==> config.mk <==
export PLATFORM = sky130hd
export DESIGN_NAME = mtow_stage
export DESIGN_NICKNAME = d
export VERILOG_FILES = /design/src/rtl/mtow_stage.sv
export SDC_FILE = /design/constraint.sdc
export NUM_CORES = 1
export LEC_CHECK = 0
export CORE_AREA = 2 2 171 173
export DETAILED_ROUTE_END_ITERATION = 10
export DIE_AREA = 0 0 173 175
export PLACE_DENSITY = 0.7
export RECOVER_POWER = 25
export SYNTH_ARGS = -nofsm -noshare
export SYNTH_HDL_FRONTEND = slang
export SYNTH_SLANG_ARGS = --single-unit
==> constraint.sdc <==
create_clock -name clk -period 6.8 [get_ports clk]
set_input_delay 1.02 -clock clk [delete_from_list [all_inputs] [get_ports clk]]
set_output_delay 1.02 -clock clk [all_outputs]
set_load 0.01 [all_outputs]
==> src/rtl/mtow_stage.sv <==
// mtow_stage: pipeline register between the M (memory) and W (writeback)
// stages, plus the writeback-side decode that feeds the register file.
//
// Ports:
//   clk, reset      rising-edge clock, synchronous active-high reset
//   stall, flush    hold W contents / load a bubble (flush wins over stall)
//   IR_M, PC_M, PC8_M, AO_M, DR_M, CP0_M, error_M   M-stage values
//   IR_W, PC_W, PC8_W, AO_W, error_W                 registered copies
//   DR_W            load data after byte/halfword extraction and extension
//   writereg_W      GRF destination register
//   writedata_W     GRF write data
//   regwrite_W      GRF write enable
//   tnew_W          always 0 (results are ready in W)
//   retired         count of non-bubble instructions accepted into W
module mtow_stage (
  input  logic        clk,
  input  logic        reset,
  input  logic        stall,
  input  logic        flush,
  input  logic [31:0] IR_M,
  input  logic [31:0] PC_M,
  input  logic [31:0] PC8_M,
  input  logic [31:0] AO_M,
  input  logic [31:0] DR_M,
  input  logic [31:0] CP0_M,
  input  logic [3:0]  error_M,
  output logic [31:0] IR_W,
  output logic [31:0] PC_W,
  output logic [31:0] PC8_W,
  output logic [31:0] AO_W,
  output logic [3:0]  error_W,
  output logic [31:0] DR_W,
  output logic [4:0]  writereg_W,
  output logic [31:0] writedata_W,
  output logic        regwrite_W,
  output logic [3:0]  tnew_W,
  output logic [31:0] retired
);

  logic [31:0] ir_q, pc_q, pc8_q, ao_q, dr_q, cp0_q, retired_q;
  logic [3:0]  err_q;

  always_ff @(posedge clk) begin
    if (reset) begin
      ir_q      <= '0;
      pc_q      <= '0;
      pc8_q     <= '0;
      ao_q      <= '0;
      dr_q      <= '0;
      cp0_q     <= '0;
      err_q     <= '0;
      retired_q <= '0;
    end else if (flush) begin
      ir_q  <= '0;
      pc_q  <= '0;
      pc8_q <= '0;
      ao_q  <= '0;
      dr_q  <= '0;
      cp0_q <= '0;
      err_q <= '0;
    end else if (!stall) begin
      ir_q  <= IR_M;
      pc_q  <= PC_M;
      pc8_q <= PC8_M;
      ao_q  <= AO_M;
      dr_q  <= DR_M;
      cp0_q <= CP0_M;
      err_q <= error_M;
      if (IR_M != '0 && error_M == '0)
        retired_q <= retired_q + 32'd1;
    end
  end

  assign IR_W    = ir_q;
  assign PC_W    = pc_q;
  assign PC8_W   = pc8_q;
  assign AO_W    = ao_q;
  assign error_W = err_q;
  assign retired = retired_q;
  assign tnew_W  = '0;

  logic [5:0]  op, funct;
  logic [4:0]  rs, rt, rd;
  logic [7:0]  sel_byte;
  logic [15:0] sel_half;
  logic        is_load, is_mfc0, is_jal, is_jalr, writes_grf;

  assign op    = ir_q[31:26];
  assign rs    = ir_q[25:21];
  assign rt    = ir_q[20:16];
  assign rd    = ir_q[15:11];
  assign funct = ir_q[5:0];

  // Byte lane chosen by the low address bits; halfword ignores AO[0]
  // because misalignment has already been trapped in M.
  assign sel_byte = dr_q[{ao_q[1:0], 3'b000} +: 8];
  assign sel_half = ao_q[1] ? dr_q[31:16] : dr_q[15:0];

  always_comb begin
    is_load = 1'b0;
    DR_W    = dr_q;
    unique case (op)
      6'h23: is_load = 1'b1;
      6'h20: begin is_load = 1'b1; DR_W = {{24{sel_byte[7]}}, sel_byte}; end
      6'h24: begin is_load = 1'b1; DR_W = {24'h0, sel_byte}; end
      6'h21: begin is_load = 1'b1; DR_W = {{16{sel_half[15]}}, sel_half}; end
      6'h25: begin is_load = 1'b1; DR_W = {16'h0, sel_half}; end
      default: ;
    endcase
  end

  always_comb begin
    is_mfc0    = (op == 6'h10) && (rs == 5'h00);
    is_jal     = (op == 6'h03);
    is_jalr    = (op == 6'h00) && (funct == 6'h09);
    writereg_W = '0;
    writes_grf = 1'b0;
    if (op == 6'h00) begin
      writereg_W = rd;
      // jr, syscall, mthi, mtlo, mult, multu, div, divu leave the GRF alone
      unique case (funct)
        6'h08, 6'h0C, 6'h11, 6'h13, 6'h18, 6'h19, 6'h1A, 6'h1B: writes_grf = 1'b0;
        default: writes_grf = 1'b1;
      endcase
    end else if (is_jal) begin
      writereg_W = 5'd31;
      writes_grf = 1'b1;
    end else if (op[5:3] == 3'b001 || is_load || is_mfc0) begin
      writereg_W = rt;
      writes_grf = 1'b1;
    end
    regwrite_W = writes_grf && (writereg_W != '0) && (err_q == '0);
  end

  always_comb begin
    if (is_load)               writedata_W = DR_W;
    else if (is_jal || is_jalr) writedata_W = pc8_q;
    else if (is_mfc0)          writedata_W = cp0_q;
    else                       writedata_W = ao_q;
  end

endmodule
==> impl_metrics.csv <==
group,metric,value,unit
run_status,outcome,"complete, but fails checks",
run_status,violations,"capacitance limit, slew limit",
routing,ant_nets,0,
setup_path,critPathKind,"reg -> out",
yosys,synth_top_family_by_area,"simple AND/OR/NAND/NOR gates",
routing,highest_layer,"met4",
cts,htreeDepth,1,
yosys,muxShareOfSynthArea,0.2054,
yosys,synth-main-ff-cell,"dfxtp_1",
power_and_ir_drop,netSwitchingFraction,0.2510,
power_and_ir_drop,internal_power,0.002399,W
yosys,synth_edf_count,0,
timing,worstMarginPinSlew,3122,ps
placed_design,io_buffers,433,
yosys,seq_area_frac_synth,0.4474,
setup_path,start_kind,"flip-flop",
global_routing,grt_max_degree,138,
floorplan,rows,62,
cts,cts_buffers,27,
power_and_ir_drop,comb_power_share,0.139,
yosys,synth.cells.most_frequent,"nor2_1 (232), dfxtp_1 (229), mux2i_1 (199)",
setup_path,crit_start,"IR_W[31]",
yosys,yosysWarnings,0,
timing,fmax,215.4,MHz
cells_and_area,n_fill_cell,2645,
power_and_ir_drop,p_clk_frac,0.419,
global_routing,antenna_found_initial,1,
yosys,synthDistinctLibCells,47,
floorplan,start_util,0.3609,
routing,route.met3.wl,3.447,mm
routing,wl_met2,19.75,mm
routing,wirelength,40.99,mm
yosys,synth.area.top_cells,"dfxtp_1 (45%), mux2i_1 (19%), nor2_1 (8.5%)",
routing,drtIter0Drc,561,
power_and_ir_drop,leakage,6.413,nW
timing,slew_viol_final,87,
cells_and_area,syn2layout_area_growth,52.75,%
setup_path,cp_cell_sequence,"or4b_2 > a21oi_1 > nor2_1 > a21oi_1 > o2bb2ai_1 > clkdlybuf4s50_1",
floorplan,die_area,30280,um2
setup_path,crit_arrival,3620,ps
global_routing,grt_pass1_wl,61.03,mm
timing,rsz0062_at_grt,"false",
cts,cts_setup_buffers,0,
setup_path,crit_top_cell,"a21oi_1",
setup_path,required,5780,ps
global_routing,grt_overflow,0,
floorplan,die_h,175,um
placed_design,placed_cell_area,14850,um2
cts,clock_sinks,229,
cts,clkLatencyLatePin,540,ps
power_and_ir_drop,seqPwrFrac,0.442,
cells_and_area,nets,1774,
floorplan,die_w,173,um
setup_path,crit_end,"writedata_W[3]",
yosys,yosysTopAreaCellShare,0.4474,
setup_path,r2r_end,"retired[18]",
setup_path,endpoint_kind,"primary output",
routing,drtPass1Iterations,5,
yosys,syn_area,10250,um2
yosys,async_flop_share,0,
yosys,synthSimpleGateAreaFrac,0.2081,
yosys,synth.largest_area_cell,"dfxtp_1",
timing,hold_viol_final,0,
routing,vias,10140,
setup_path,cpMaxStageDelayCell,"or4b_2",
yosys,synthMostInstantiatedCell,"nor2_1",
routing,route.detailed.drc,0,
global_routing,track_usage,0.2588,
setup_path,critPathMaxStageDelay,960,ps
cts,cts.reportedPaths.clkPinSlew,60,ps
min_path,holdCritPathClass,"reg -> reg",
timing,fin_skew,13.02,ps
setup_path,regToRegSetupSlack,4460,ps
setup_path,cp_max_fo,29,
timing,final.setup.tns,0,ps
power_and_ir_drop,power.density,204.7,nW/um2
yosys,synth_fa_ha_area_frac,0.001221,
cts,cts.path.max_buffers,3,
setup_path,reg2reg_from,"retired[5]",
floorplan,ios,438,
power_and_ir_drop,ir_drop,0.0001693,V
setup_path,rr_worst_depth,5,
cts,hold_buffers,0,
routing,wl_per_cell,20.76,um
placed_design,dpl.hpwl,30.17,mm
yosys,avgSynthCellArea,8.646,um2
yosys,synth-compound-area-share,0.09439,
floorplan,core-area,28390,um2
cts,cts_tree,"built",
timing,fin_crit_sh,0.6826,
yosys,ys_ff_latch,229,
timing,post-route-min-period,4642,ps
timing,finalSetupViolCount,0,
yosys,synth_cells,1185,
timing,slew_headroom,-1.082,
flow_run,cap_violations,1,
cts,cts.repair.resized,0,
global_routing,grt_pass1_vias,9943,
power_and_ir_drop,p_switching,0.0008041,W
cells_and_area,final_area,15650,um2
yosys,synth_xor_area_frac,0.005129,
routing,wl_met1,15.84,mm
placed_design,gp_congestion,0.8404,
cells_and_area,drive_gt1_frac,0.04154,
cts,root_buffer,"clkbuf_16",
routing,avgViaCountPerCell,5.135,
## kinds of logic after synthesis
family / Yosys count
DFF: 229
buffers and inverters: 97
other: 1
adders and majority gates: 1
xor gates and xnor gates: 6
muxes: 208
and+or+nand+nor: 482
AOI/OAI and AO/OA: 161
## critical path: cells and delay by family (launching register included)
family,cells,cell delay [ps]
simple gates,2,1040
flops,1,490
compound gates,3,1000
buf+inv,1,560
## state kept, by name, indices dropped and copies added (netlist names), named ones only
register	count
AO_W	32
IR_W	32
PC8_W	32
PC_W	32
cp0_q	32
dr_q	32
error_W	4
retired	32
## power by group through the flow
stage          Combinational, W  Clock [W]  Sequential (W)
4_1_cts                0.000455    0.00137         0.00142
2_1_floorplan          0.000186          0         0.00144
3_5_place_dp           0.000452          0         0.00144
5_1_grt                0.000476    0.00142         0.00142
6_report               0.000446    0.00134         0.00142
3_3_place_gp           0.000449          0         0.00144
## layout make-up
cell class	count	area, um2	share of cell area
tap	384	480.5	0.03070
sequential	229	4584	0.2929
antenna	1	2.502	0.0001599
clock inverter	6	41.29	0.002638
multi-input combinational	862	5305	0.3390
clock buffer	39	760.7	0.04860
timing repair buffer	443	4439	0.2836
inverter	10	37.54	0.002398
## layer usage
metal | up-vias | global-route usage
met5 | - | 0
met4 | 0 | 0.1126
met3 | 86 | 0.07463
met2 | 443 | 0.4470
met1 | 4742 | 0.2985
li1 | 4866 | -
## worst min path at each step
stage	from	endpoint	slack, ps	cells after the start
floorplan	cp0_q[0]	cp0_q[0]	460	2
global route	PC_W[15]	PC_W[15]	510	2
finish	PC_W[25]	PC_W[25]	490	2
global placement	PC_W[23]	PC_W[23]	470	2
CTS	cp0_q[17]	cp0_q[17]	500	2
detailed placement	cp0_q[9]	cp0_q[9]	490	2
## metrics by stage
stage          power [W]  setup WS, ps  cells  hold WS, ps  utilization
3_5_place_dp    0.001897          2720   1928        485.6       0.5230
2_1_floorplan   0.001630          3582   1188        463.3            -
4_1_cts         0.003244          2128   1973        500.1       0.5513
3_3_place_gp    0.001893          2755   1928        472.7       0.5230
5_1_grt         0.003319          1712   1974        512.7       0.5513
6_report        0.003203          2158   1974        490.3       0.5513
## cells in the final DEF, fill, tap and decap left out, types with 3 or more instances in the layout
master,instances
nor2_1,232
and3_1,36
o22ai_1,10
buf_4,8
dfxtp_1,229
nand3_1,21
conb_1,4
clkinvlp_4,3
clkbuf_8,4
o21ai_0,73
nand2b_1,3
a21oi_1,36
nor4_1,11
dlygate4sd3_1,110
nand2_1,126
mux2_2,8
mux2i_1,199
o31ai_1,3
clkbuf_16,27
clkbuf_1,8
or3_1,22
nor3_1,4
xor2_1,4
o2bb2ai_1,26
inv_1,10
or4_1,3
clkdlybuf4s50_1,322
o211ai_1,7
nand4_1,10
Power figures use the tool's default switching activity.
